`config.mk`:
```
export PLATFORM = sky130hd
export DESIGN_NAME = smul_seq_ctrl
export DESIGN_NICKNAME = d
export VERILOG_FILES = /design/src/rtl/smul_seq_ctrl.sv
export SDC_FILE = /design/constraint.sdc
export NUM_CORES = 1
export LEC_CHECK = 0
export BUFFER_PORTS_ARGS = -buffer_cell sky130_fd_sc_hd__buf_4
export CAP_MARGIN = 20
export CORE_MARGIN = 2
export CORE_UTILIZATION = 54
export DETAILED_ROUTE_END_ITERATION = 10
export GPL_ROUTABILITY_DRIVEN = 0
export GPL_TIMING_DRIVEN = 0
export HOLD_SLACK_MARGIN = 0.08
export PLACE_DENSITY_LB_ADDON = 0.15
export SETUP_SLACK_MARGIN = 0.05
export SLEW_MARGIN = 30
export SYNTH_ARGS = -nofsm -noshare
export SYNTH_HDL_FRONTEND = slang
export SYNTH_SLANG_ARGS = --single-unit
```
`constraint.sdc`:
```
create_clock -name clk -period 2.3 [get_ports clk]
set_input_delay 0.46 -clock clk [delete_from_list [all_inputs] [get_ports clk]]
set_output_delay 0.46 -clock clk [all_outputs]
set_load 0.005 [all_outputs]
```
`src/rtl/smul_seq_ctrl.sv`:
```
// Job sequencer for one rotation-LFSR stochastic multiplier lane: accepts an
// operand/seed job, loads the multiplier, counts CYC product bits, returns the count.
module smul_seq_ctrl #(
  parameter int DATAWD = 8,
  parameter int CYC    = 65025,
  parameter int CNTWD  = 16
) (
  input  logic              clk,
  input  logic              rst_n,
  input  logic              abort,
  input  logic              in_valid,
  output logic              in_ready,
  input  logic [DATAWD-1:0] in_a,
  input  logic [DATAWD-1:0] in_b,
  input  logic [DATAWD-1:0] in_seed_a,
  input  logic [DATAWD-1:0] in_seed_b,
  input  logic [DATAWD-1:0] in_seed_u,
  output logic [DATAWD-1:0] mul_ia,
  output logic [DATAWD-1:0] mul_ib,
  output logic [DATAWD-1:0] mul_seed_a,
  output logic [DATAWD-1:0] mul_seed_b,
  output logic [DATAWD-1:0] mul_seed_u,
  output logic              mul_load_a,
  output logic              mul_load_b,
  input  logic              mul_bit,
  output logic              out_valid,
  input  logic              out_ready,
  output logic [CNTWD-1:0]  out_cnt,
  output logic              busy
);

  localparam int CYCWD = (CYC > 1) ? $clog2(CYC) : 1;
  localparam logic [CYCWD-1:0] CYC_LAST = CYCWD'(CYC - 1);

  typedef enum logic [1:0] {
    ST_IDLE = 2'd0,
    ST_LOAD = 2'd1,
    ST_RUN  = 2'd2,
    ST_DONE = 2'd3
  } state_t;

  state_t            state_r;
  logic [CYCWD-1:0]  cyc_r;
  logic [CNTWD-1:0]  acc_r;
  logic [CNTWD-1:0]  out_cnt_r;
  logic              out_valid_r;
  logic              mul_load_r;
  logic [DATAWD-1:0] hold_a_r;
  logic [DATAWD-1:0] hold_b_r;
  logic [DATAWD-1:0] hold_seed_a_r;
  logic [DATAWD-1:0] hold_seed_b_r;
  logic [DATAWD-1:0] hold_seed_u_r;

  // Saturating add of one product bit; the count never wraps.
  function automatic logic [CNTWD-1:0] sat_inc(input logic [CNTWD-1:0] v, input logic b);
    if (b && (v != {CNTWD{1'b1}})) begin
      return v + {{(CNTWD-1){1'b0}}, 1'b1};
    end else begin
      return v;
    end
  endfunction

  // Sequencer FSM with its counters, holding registers and registered outputs.
  always_ff @(posedge clk or negedge rst_n) begin
    if (!rst_n) begin
      state_r       <= ST_IDLE;
      cyc_r         <= '0;
      acc_r         <= '0;
      out_cnt_r     <= '0;
      out_valid_r   <= 1'b0;
      mul_load_r    <= 1'b0;
      hold_a_r      <= '0;
      hold_b_r      <= '0;
      hold_seed_a_r <= '0;
      hold_seed_b_r <= '0;
      hold_seed_u_r <= '0;
    end else begin
      mul_load_r <= 1'b0;
      if (abort) begin
        state_r     <= ST_IDLE;
        out_valid_r <= 1'b0;
      end else begin
        case (state_r)
          ST_IDLE: begin
            if (in_valid) begin
              hold_a_r      <= in_a;
              hold_b_r      <= in_b;
              hold_seed_a_r <= in_seed_a;
              hold_seed_b_r <= in_seed_b;
              hold_seed_u_r <= in_seed_u;
              mul_load_r    <= 1'b1;
              state_r       <= ST_LOAD;
            end else begin
              state_r <= ST_IDLE;
            end
          end
          ST_LOAD: begin
            cyc_r   <= '0;
            acc_r   <= '0;
            state_r <= ST_RUN;
          end
          ST_RUN: begin
            // The last sampled bit goes straight into the result register.
            if (cyc_r == CYC_LAST) begin
              out_cnt_r   <= sat_inc(acc_r, mul_bit);
              out_valid_r <= 1'b1;
              state_r     <= ST_DONE;
            end else begin
              acc_r <= sat_inc(acc_r, mul_bit);
              cyc_r <= cyc_r + CYCWD'(1);
            end
          end
          ST_DONE: begin
            if (out_ready) begin
              out_valid_r <= 1'b0;
              state_r     <= ST_IDLE;
            end else begin
              out_valid_r <= 1'b1;
            end
          end
          default: begin
            out_valid_r <= 1'b0;
            state_r     <= ST_IDLE;
          end
        endcase
      end
    end
  end

  // abort must veto an accept in the same cycle, so it gates in_ready directly.
  assign in_ready   = (state_r == ST_IDLE) && !abort;
  assign busy       = (state_r != ST_IDLE);
  assign out_valid  = out_valid_r;
  assign out_cnt    = out_cnt_r;
  assign mul_load_a = mul_load_r;
  assign mul_load_b = mul_load_r;
  assign mul_ia     = hold_a_r;
  assign mul_ib     = hold_b_r;
  assign mul_seed_a = hold_seed_a_r;
  assign mul_seed_b = hold_seed_b_r;
  assign mul_seed_u = hold_seed_u_r;

endmodule

```
==> results of run 1 <==
[cells in the final DEF, fill, tap and decap left out, types with 10 or more instances in the layout]
cell,instances
nand3_1,17
nand2_1,36
nor2_1,40
inv_1,15
nand4_1,16
dfrtp_1,92
buf_4,108
a21oi_1,33
o21ai_0,12
buf_2,10
mux2_2,40
xnor2_1,10
[per-layer routing]
layer / up-vias / global-route usage [%]
met5: - / 0
met4: 0 / 9.66
met3: 31 / 4.71
met2: 122 / 37.4
met1: 1736 / 31.1
li1: 1706 / -
[registers in the layout, summed over array words and instances, names as in the netlist]
register    count
state_r         2
cyc_r          16
mul_load_a      1
out_valid       1
acc_r          16
out_cnt        16
mul_seed_a      8
mul_ib          8
mul_seed_b      8
mul_seed_u      8
mul_ia          8
[timing repair]
item,in CTS,in global routing
endpoints found under the setup margin,0,28
buffers inserted,0,2
resized for setup,0,4
[area by class of cell]
| cell class | instances | area, sq um | share of cell area, % |
|---|---|---|---|
| sequential | 92 | 2300 | 41.2 |
| multi-input combinational | 289 | 1990 | 35.5 |
| clock buffer | 10 | 128 | 2.28 |
| buffer | 21 | 118 | 2.10 |
| tap | 105 | 131 | 2.35 |
| clock inverter | 6 | 71.3 | 1.28 |
| timing repair buffer | 106 | 800 | 14.3 |
| inverter | 15 | 56.3 | 1.01 |
[worst max-delay path, stage by stage (launching register included)]
cell	delay, ps
dfrtp_1	470
ha_1	330
nand3_1	180
or4_4	600
and2_4	200
xnor2_1	120
a21oi_1	160
[where the power goes]
group          switching [mW]  internal (mW)  total, mW
clock                   0.606          0.513       1.12
combinational           0.724           1.00       1.73
sequential              0.239           2.03       2.27
[kinds of logic after synthesis]
| group | share of synthesized area [%] |
|---|---|
| xor gates and xnor gates | 3.74 |
| AOI/OAI and AO/OA | 8.62 |
| DFF | 51.8 |
| buffers and inverters | 4.00 |
| adders and majority gates | 1.97 |
| and+or+nand+nor | 18.8 |
| muxes | 11.0 |
[worst max path at each step]
stage | startpoint | to | slack (ps) | depth (start not counted)
final | acc_r[0] | out_cnt[0] | 170 | 6
after global routing | state_r[0] | out_cnt[5] | 20 | 8
after CTS | state_r[1] | acc_r[4] | 60 | 8
after detailed placement | state_r[1] | acc_r[0] | 80 | 8
after global placement | state_r[0] | cyc_r[1] | 90 | 7
after floorplan | state_r[0] | cyc_r[13] | 340 | 7
[stage by stage]
| step | power [mW] | hold slack (ps) | instances | worst slack [ps] | area (sq um) |
|---|---|---|---|---|---|
| after global routing | 5.47 | 234 | 644 | 19.8 | 5590 |
| after global placement | 3.98 | 452 | 627 | 88.9 | 5360 |
| after CTS | 5.16 | 208 | 643 | 57.3 | 5560 |
| after detailed placement | 4.04 | 457 | 627 | 83.7 | 5360 |
| final | 5.11 | 136 | 644 | 174 | 5590 |
| after floorplan | 3.11 | 164 | 418 | 345 | 4440 |
==> results.tsv, run 1 <==
stage	metric	value	unit
status	status	finished clean	
logic_synthesis	post-synthesis cell type count	55	
clock_tree	CTS tree	built	
logic_synthesis	Synth top area share	51.8	%
power_and_ir_drop	pwr/cell area	914	nW/um^2
timing	Final min period	2130	ps
floorplan	Rows	33	
clock_tree	hold bufs inserted after CTS	0	
worst_setup_path	WS Path Type	reg2reg	
global_routing	vias in the first global route	3443	
routing	via count	3595	
worst_setup_path	arrival time worst endpoint	2410	ps
finish	area delta synth->final	25.8	%
flow_run	max-cap viol count	0	
clock_tree	Root Driver	clkbuf_8	
logic_synthesis	Synth area leaders	dfrtp_1 (52%), mux2_2 (10%), a21oi_1 (3.7%)	
clock_tree	Num CTS Buffers	9	
routing	metal2 WL	4990	um
logic_synthesis	sequential cell area fraction in the yosys report	51.8	%
global_routing	GRT Overall Usage	23.3	%
routing	routed wl met3	550	um
floorplan	Die Ht	94.7	um
global_routing	first-pass GRT wire length	16300	um
global_routing	largest net degree at the start of global routing	93	
global_routing	initial antenna violation count	0	
clock_tree	CTS Sinks	92	
routing	Top Metal Used	met4	
routing	WL per Instance	15.4	um
logic_synthesis	EDFF count, synth	0	
worst_setup_path	CP max FO	6	
floorplan	Die X	94.7	um
timing	Slew headroom	45.6	%
timing	clock skew	7.72	ps
floorplan	total die area	8970	sq um
logic_synthesis	asr flop ratio synth	100	%
routing	vias per inst	5.58	
placed_design	HPWL Detailed	7020	um
global_routing	gr ovfl total	0	
worst_setup_path	Critical Path Sink Type	flop	
timing	worst-margin pin slew	815	ps
routing	final wirelength	9940	um
timing	Final setup viols	0	
timing	Final Hold Viols	0	
clock_tree	CTS Buffer Depth	2	
worst_setup_path	Required @ worst endpoint	2580	ps
routing	initial DRC count	168	
floorplan	initial core utilization	54.9	%
clock_tree	Clk pin slew, worst setup/hold paths	90	ps
clock_tree	Skew-Pair Late Insertion Delay	360	ps
placed_design	port bufs	104	
timing	crit share post-route	92.4	%
floorplan	I/O pins	107	
timing	Max Freq	0.470	GHz
worst_setup_path	crit path launch type	flop	
routing	residual DRC count	0	
floorplan	Core Footprint	8090	sq um
finish	ANT cells	0	
logic_synthesis	synth warn	0	
routing	1st-pass router iterations	4	
finish	nets	587	
logic_synthesis	synthesis-stage register bit count	92	
logic_synthesis	syn avg cell area	10.6	sq um
timing	setup_tns	0	ps
timing	RSZ-0062 raised after global routing	true	
logic_synthesis	most common cell in the netlist	dfrtp_1	
timing	Final Max Tran Viols	0	
power_and_ir_drop	Peak supply drop	694	uV
routing	post-route ant nets	0	
logic_synthesis	cell count after synthesis	418	
finish	post-layout util	69.1	%
worst_setup_path	R2R cell count	6	
worst_setup_path	r2r startpoint	acc_r[0]	
power_and_ir_drop	Leak	2.62	nW
clock_tree	# H-tree levels	3	
finish	number of fill cells	642	
logic_synthesis	mapped cell area	4440	sq um
logic_synthesis	Syn Nets	471	
min_path	worst min path class	in2async	
worst_setup_path	r2r endpoint	out_cnt[0]	
logic_synthesis	Yosys top cell by area	dfrtp_1	
logic_synthesis	Main synth FF type	dfrtp_1	
worst_setup_path	Reg2Reg Setup Slack	170	ps
logic_synthesis	top post-synthesis cells by count	dfrtp_1 (92), mux2_2 (40), nor2_1 (40)	
finish	layout cells sized above 1	35.4	%
routing	Routed met1 length	4110	um
Note: power is estimated with default switching activity, not from simulation.
==> run 2: changes to the inputs <==
--- a/config.mk
+++ b/config.mk
@@ -5,6 +5,7 @@
 export SDC_FILE = /design/constraint.sdc
 export NUM_CORES = 1
 export LEC_CHECK = 0
+export ABC_AREA = 1
 export BUFFER_PORTS_ARGS = -buffer_cell sky130_fd_sc_hd__buf_4
 export CAP_MARGIN = 20
 export CORE_MARGIN = 2
==> results.tsv, run 2 <==
stage	metric	value	unit	change
status	status	finished clean		
worst_setup_path	R2R cell count	10		+4
timing	hold_ws	141	ps	+5.03 ps
logic_synthesis	Main synth FF type	dfrtp_1		
logic_synthesis	asr flop ratio synth	100	%	unchanged
logic_synthesis	largest family of logic cells by synthesized area	simple AND/OR/NAND/NOR gates		
routing	post-route ant nets	0		unchanged
timing	Final setup viols	0		unchanged
timing	crit share post-route	80.7	%	-12 points
routing	via count	4338		+21%
power_and_ir_drop	pwr/cell area	855	nW/um^2	-6.5%
logic_synthesis	Syn Nets	681		+45%
finish	most frequent cells in the layout	nand2_1 (334), buf_4 (108), dfrtp_1 (92), nand3_1 (42), nor2_1 (40)		
worst_setup_path	WS Path Type	reg2reg		
timing	Final Max Tran Viols	0		unchanged
clock_tree	Resized Gates After CTS	0		unchanged
logic_synthesis	post-synthesis simple-gate area fraction	39.1	%	+20 points
floorplan	Die Ht	97.1	um	+2.5%
worst_setup_path	Required @ worst endpoint	2610	ps	+30 ps
floorplan	Core Footprint	8300	sq um	+2.6%
logic_synthesis	syn avg cell area	7.46	sq um	-30%
logic_synthesis	Yosys top cell by area	dfrtp_1		
timing	RSZ-0062 raised after global routing	false		
global_routing	vias in the first global route	4277		+24%
global_routing	gr ovfl total	0		unchanged
floorplan	Rows	33		unchanged
logic_synthesis	post-synthesis mux area share	0	%	-11 points
finish	area delta synth->final	24.1	%	
worst_setup_path	crit path launch type	flop		
finish	Final Instance Count excl. Fillers	855		+33%
timing	Final Hold Viols	0		unchanged
logic_synthesis	top post-synthesis cells by count	nand2_1 (334), dfrtp_1 (92), nand3_1 (42)		
global_routing	met1 Track Usage GR	31.8	%	+0.72 points
timing	Final min period	1860	ps	-269 ps
timing	setup_tns	0	ps	unchanged
min_path	worst min path class	in2async		
worst_setup_path	launch point of the worst path	cyc_r[0]		
worst_setup_path	worst path cell trace	inv_1 > ha_1 > nand3_1 > nor2_4 > nand2_1 > nand2_1 > nor2_2 > buf_4 > nand2_1 > nand2_1		
finish	nets	798		+36%
worst_setup_path	r2r endpoint	acc_r[3]		
logic_synthesis	synthesis-stage register bit count	92		unchanged
logic_synthesis	sequential cell area fraction in the yosys report	49.2	%	-2.6 points
global_routing	met2 Usage GRT	38.5	%	+1.1 points
flow_run	max-cap viol count	0		unchanged
clock_tree	hold bufs inserted after CTS	0		unchanged
power_and_ir_drop	Leak	3.17	nW	+21%
floorplan	initial core utilization	56.4	%	+1.5 points
routing	WL per Instance	12.6	um	-18%
worst_setup_path	CP max stage delay	410	ps	-190 ps
logic_synthesis	Synth area leaders	dfrtp_1 (49%), nand2_1 (27%), nand3_1 (4.5%)		
clock_tree	CTS Buffer Depth	2		unchanged
logic_synthesis	post-synthesis xor/xnor area fraction	2.43	%	-1.3 points
logic_synthesis	Synth Area in Adders	1.87	%	-0.10 points
logic_synthesis	cell count after synthesis	628		+50%
finish	layout cells sized above 1	20.5	%	-15 points
clock_tree	Post-CTS Setup Bufs	0		unchanged
timing	clock skew	13.6	ps	+5.89 ps
worst_setup_path	arrival time worst endpoint	2170	ps	-240 ps
placed_design	HPWL Detailed	7800	um	+11%
global_routing	initial antenna violation count	0		unchanged
power_and_ir_drop	Peak supply drop	582	uV	-16%
global_routing	met3 Track Usage GR	5.18	%	+0.47 points
worst_setup_path	r2r startpoint	cyc_r[0]		
logic_synthesis	synth warn	0		unchanged
clock_tree	Root Driver	clkbuf_8		
routing	final wirelength	10800	um	+8.3%
floorplan	total die area	9430	sq um	+5.1%
global_routing	first-pass GRT wire length	18900	um	+16%
global_routing	largest net degree at the start of global routing	93		unchanged
logic_synthesis	Synth top area share	49.2	%	-2.6 points
worst_setup_path	CP max FO	10		+4
clock_tree	Num CTS Buffers	9		unchanged
clock_tree	Clk pin slew, worst setup/hold paths	90	ps	about the same
worst_setup_path	slowest CP cell	dfrtp_1		
worst_setup_path	Reg2Reg Setup Slack	440	ps	+270 ps
routing	1st-pass router iterations	5		+1
routing	residual DRC count	0		unchanged
logic_synthesis	post-synthesis cell type count	30		-45%
timing	Max Freq	0.539	GHz	+14%
floorplan	Die X	97.1	um	+2.5%
placed_design	Placed Cells	839		+34%
clock_tree	CTS Sinks	92		unchanged
timing	Slew headroom	45.3	%	-0.37 points
worst_setup_path	Critical Path Sink Type	flop		
routing	vias per inst	5.07		-9.1%
clock_tree	Skew-Pair Late Insertion Delay	370	ps	about the same
finish	most common cell after layout, fill and taps aside	nand2_1		
global_routing	Top Usage Layer GRT	met2		
worst_setup_path	Worst setup endpoint	acc_r[3]		
floorplan	I/O pins	107		unchanged
worst_setup_path	most used cell, CP	nand2_1		
clock_tree	CTS tree	built		
logic_synthesis	EDFF count, synth	0		unchanged
timing	worst-margin pin slew	821	ps	+5.56 ps
placed_design	port bufs	106		+1.9%
logic_synthesis	Synth Area in Compound Gates	1.98	%	-6.6 points
routing	initial DRC count	229		+36%
clock_tree	# H-tree levels	3		unchanged
logic_synthesis	most common cell in the netlist	nand2_1		
global_routing	GRT Overall Usage	24.0	%	+0.63 points
finish	ANT cells	0		unchanged
logic_synthesis	mapped cell area	4680	sq um	+5.3%
-- run 2: routing by layer --
layer / part of all wire [%] / vias to the layer above
met3: 5.6 / 20
met1: 43 / 2023
met2: 49 / 129
met5: 0 / -
li1: - / 2166
met4: 1.7 / 0
-- run 2: area by class of cell --
type                       instances  area [sq um]
sequential                        92          2300
multi-input combinational        479          2130
clock inverter                     6          68.8
buffer                            18           105
fill                             676          2490
clock buffer                      10           128
timing repair buffer             106           800
tap                              105           131
inverter                          39           149
-- run 2: worst min-delay path by stage --
stage	startpoint	endpoint	slack, ps
finish	rst_n	out_cnt[12]	140
global route	rst_n	out_cnt[12]	240
CTS	rst_n	out_cnt[12]	200
detailed placement	mul_ia[2]	mul_ia[2]	470
global placement	mul_ib[6]	mul_ib[6]	460
floorplan	rst_n	acc_r[0]	160
-- run 2: through the flow --
stage / setup slack (ps) / cell area (sq um) / util [%] / total power, mW
2_1_floorplan: 735 / 4680 / - / 2.99
3_3_place_gp: 517 / 5610 / 67.6 / 3.84
3_5_place_dp: 494 / 5610 / 67.6 / 3.89
4_1_cts: 441 / 5810 / 70.0 / 5.02
5_1_grt: 264 / 5810 / 70.0 / 5.33
6_report: 443 / 5810 / 70.0 / 4.97
-- run 2: logic make-up (layout without fill, tap and decap cells) --
kind of cell,Yosys count,count (layout)
XOR/XNOR,13,13
AND/OR/NAND/NOR,442,442
buffers and inverters,57,179
flip-flops,92,92
AO/OA/AOI/OAI,17,17
adder cells (fa/ha/maj),7,7
-- run 2: report_power, final --
group	internal [mW]	total, mW	switching, mW
Combinational	0.784	1.62	0.837
Sequential	1.99	2.23	0.238
Clock	0.513	1.11	0.599
-- run 2: critical path: cells and delay by family, from the launching register on --
kind,cells,cell delay (ps)
DFF,1,410
and+or+nand+nor,7,820
buffers and inverters,2,330
adders and majority gates,1,240
==> run 3: changes to the inputs <==
--- a/config.mk
+++ b/config.mk
@@ -9,7 +9,7 @@
 export BUFFER_PORTS_ARGS = -buffer_cell sky130_fd_sc_hd__buf_4
 export CAP_MARGIN = 20
 export CORE_MARGIN = 2
-export CORE_UTILIZATION = 54
+export CORE_UTILIZATION = 49
 export DETAILED_ROUTE_END_ITERATION = 10
 export GPL_ROUTABILITY_DRIVEN = 0
 export GPL_TIMING_DRIVEN = 0
==> constraint.sdc (replaced) <==
create_clock -name clk -period 1.7 [get_ports clk]
set_input_delay 0.34 -clock clk [delete_from_list [all_inputs] [get_ports clk]]
set_output_delay 0.34 -clock clk [all_outputs]
set_load 0.005 [all_outputs]
==> results.tsv, run 3 (synthesized netlist as in run 2, its figures left out) <==
stage	metric	value	unit	change
finish	Final Instance Count excl. Fillers	895		+4.7%
clock_tree	hold bufs inserted after CTS	0		unchanged
power_and_ir_drop	Pint	4.80	mW	+46%
status	status	finished clean		
power_and_ir_drop	Clk network pwr share	23.1	%	+0.7 points
clock_tree	CTS Buffer Depth	2		unchanged
routing	1st-pass router iterations	5		unchanged
worst_setup_path	CP max stage delay	460	ps	+50 ps
placed_design	Post-Place Worst Slack	-152	ps	-646 ps
timing	setup_tns	0	ps	unchanged
routing	initial DRC count	211		-7.9%
placed_design	HPWL Detailed	8030	um	+2.8%
floorplan	Rows	35		+6.1%
worst_setup_path	r2r endpoint	acc_r[11]		
worst_setup_path	R2R cell count	9		-1
finish	ANT cells	0		unchanged
clock_tree	CTS Sinks	92		unchanged
power_and_ir_drop	sequential share of power	41.7	%	-3.2 points
power_and_ir_drop	Power Total	7.24	mW	+46%
timing	Final min period	1600	ps	-258 ps
clock_tree	# H-tree levels	3		unchanged
routing	final wirelength	11700	um	+9.0%
worst_setup_path	Reg2Reg Setup Slack	100	ps	-340 ps
finish	most common cell after layout, fill and taps aside	nand2_1		
global_routing	first-pass GRT wire length	19300	um	+2.1%
clock_tree	Root Driver	clkbuf_8		
worst_setup_path	WS Path Type	reg2reg		
power_and_ir_drop	Leak	3.27	nW	+3.0%
worst_setup_path	Buf+Inv Stages, Crit Path	0		-2
routing	via count	4421		+1.9%
placed_design	port bufs	106		unchanged
worst_setup_path	Required @ worst endpoint	1960	ps	-650 ps
finish	number of fill cells	755		+12%
worst_setup_path	worst path cell trace	nand2_1 > nor2_2 > nand2_2 > nor2_4 > nor2_4 > nand2_1 > nand2_1 > nand2_1 > nand2_1		
timing	Final Max Tran Viols	0		unchanged
floorplan	total die area	10400	sq um	+9.8%
worst_setup_path	CP max FO	6		-4
timing	RSZ-0062 raised after global routing	true		
finish	most frequent cells in the layout	nand2_1 (333), buf_4 (122), dfrtp_1 (85), nand3_1 (40), nor2_1 (31)		
floorplan	Core Footprint	9240	sq um	+11%
power_and_ir_drop	NetSw	2.44	mW	+45%
flow_run	max-cap viol count	0		unchanged
clock_tree	Clk pin slew, worst setup/hold paths	90	ps	about the same
timing	hold_ws	27.9	ps	-113 ps
min_path	worst min path class	in2async		
routing	WL per Instance	13.1	um	+4.2%
routing	vias per inst	4.94		-2.6%
routing	residual DRC count	0		unchanged
power_and_ir_drop	Peak supply drop	853	uV	+47%
routing	post-route ant nets	0		unchanged
power_and_ir_drop	Switching Share	33.7	%	-0.072 points
timing	fin worst setup slack	101	ps	-342 ps
floorplan	initial core utilization	50.7	%	-5.7 points
placed_design	dpl cell area	5640	sq um	+0.54%
global_routing	vias in the first global route	4333		+1.3%
worst_setup_path	arrival time worst endpoint	1860	ps	-310 ps
timing	Max Freq	0.625	GHz	+16%
global_routing	initial antenna violation count	0		unchanged
finish	Finished Cell Area	6140	sq um	+5.7%
worst_setup_path	most used cell, CP	nand2_1		
timing	worst-margin pin slew	843	ps	+21.8 ps
timing	Final setup viols	0		unchanged
timing	clock skew	10.0	ps	-3.60 ps
floorplan	Die Ht	102	um	+4.8%
floorplan	Die X	102	um	+4.8%
worst_setup_path	crit path launch type	flop		
finish	Multi-input gate area	2250	sq um	+5.9%
finish	post-layout util	66.4	%	-3.6 points
finish	area delta synth->final	31.1	%	
clock_tree	Skew-Pair Late Insertion Delay	360	ps	about the same
worst_setup_path	slowest CP cell	dfrtp_2		
global_routing	gr ovfl total	0		unchanged
worst_setup_path	r2r startpoint	acc_r[5]		
power_and_ir_drop	pwr/cell area	1180	nW/um^2	+38%
finish	layout cells sized above 1	26.1	%	+5.6 points
worst_setup_path	Critical Path Sink Type	flop		
clock_tree	CTS tree	built		
power_and_ir_drop	Comb pwr share	35.2	%	+2.5 points
worst_setup_path	CP top delay family	simple AND/OR/NAND/NOR gates		
finish	Reg area	2310	sq um	+0.38%
clock_tree	Num CTS Buffers	9		unchanged
placed_design	Placed Cells	863		+2.9%
timing	Final Hold Viols	0		unchanged
timing	crit share post-route	94.1	%	+13 points
timing	Slew headroom	43.8	%	-1.5 points
floorplan	I/O pins	107		unchanged
global_routing	GRT Overall Usage	23.5	%	-0.42 points
finish	nets	814		+2.0%
global_routing	largest net degree at the start of global routing	93		unchanged
## run 3: cell count changes in the layout (fill, tap and decap cells not counted), moves of 3 or more
cell / delta
clkbuf_4: +4
ha_1: -3
inv_1: -5
ha_4: +3
buf_2: -4
buf_4: +14
inv_2: +4
nor2_4: +6
nor2_1: -9
dfrtp_1: -7
nor2_2: +4
dfrtp_2: +7
## run 3: worst max path at each step
| stage | startpoint | endpoint | slack (ps) | cells after the start |
|---|---|---|---|---|
| final | acc_r[5] | acc_r[11] | 100 | 9 |
| after global placement | acc_r[0] | out_cnt[0] | -140 | 9 |
| after CTS | state_r[0] | in_ready | 50 | 5 |
| after floorplan | acc_r[0] | acc_r[0] | 140 | 9 |
| after detailed placement | acc_r[0] | acc_r[1] | -150 | 9 |
| after global routing | acc_r[0] | acc_r[13] | -20 | 8 |
## run 3: power groups by stage
| stage | Sequential, mW | Clock [mW] | Combinational (mW) |
|---|---|---|---|
| after global routing | 3.09 | 1.79 | 2.86 |
| after detailed placement | 3.04 | 0 | 2.27 |
| after CTS | 3.01 | 1.70 | 2.39 |
| after global placement | 3.04 | 0 | 2.20 |
| final | 3.02 | 1.67 | 2.55 |
| after floorplan | 3.06 | 0 | 0.987 |
## run 3: metal layers
layer	global-route usage, %	share of wire (%)	vias to the layer above
li1	-	-	2200
met1	29.8	43	2044
met2	37.6	46	151
met3	7.73	8.9	26
met4	9.15	2.5	0
met5	0	0	-
## run 3: worst reg2reg max path, stage by stage, from the launching register on
cell,delay (ps)
dfrtp_2,460
nand2_1,150
nor2_2,220
nand2_2,120
nor2_4,170
nor2_4,90
nand2_1,90
nand2_1,90
nand2_1,70
nand2_1,40
## run 3: timing repair
item                                    4_1_cts  5_1_grt
buffers inserted                              7        8
gates cloned                                  0        1
resized for setup                             7       44
pin swaps                                     2       10
endpoints found under the setup margin       38       88
## run 3: final cells by class
cell class	instances	area share [%]
repair buffers	121	14.9
flip-flops and latches	92	37.6
clock buffers	10	2.08
multi-input cells	480	36.7
plain buffers	18	1.98
clock inverters	6	1.57
well taps	129	2.63
inverters	39	2.51
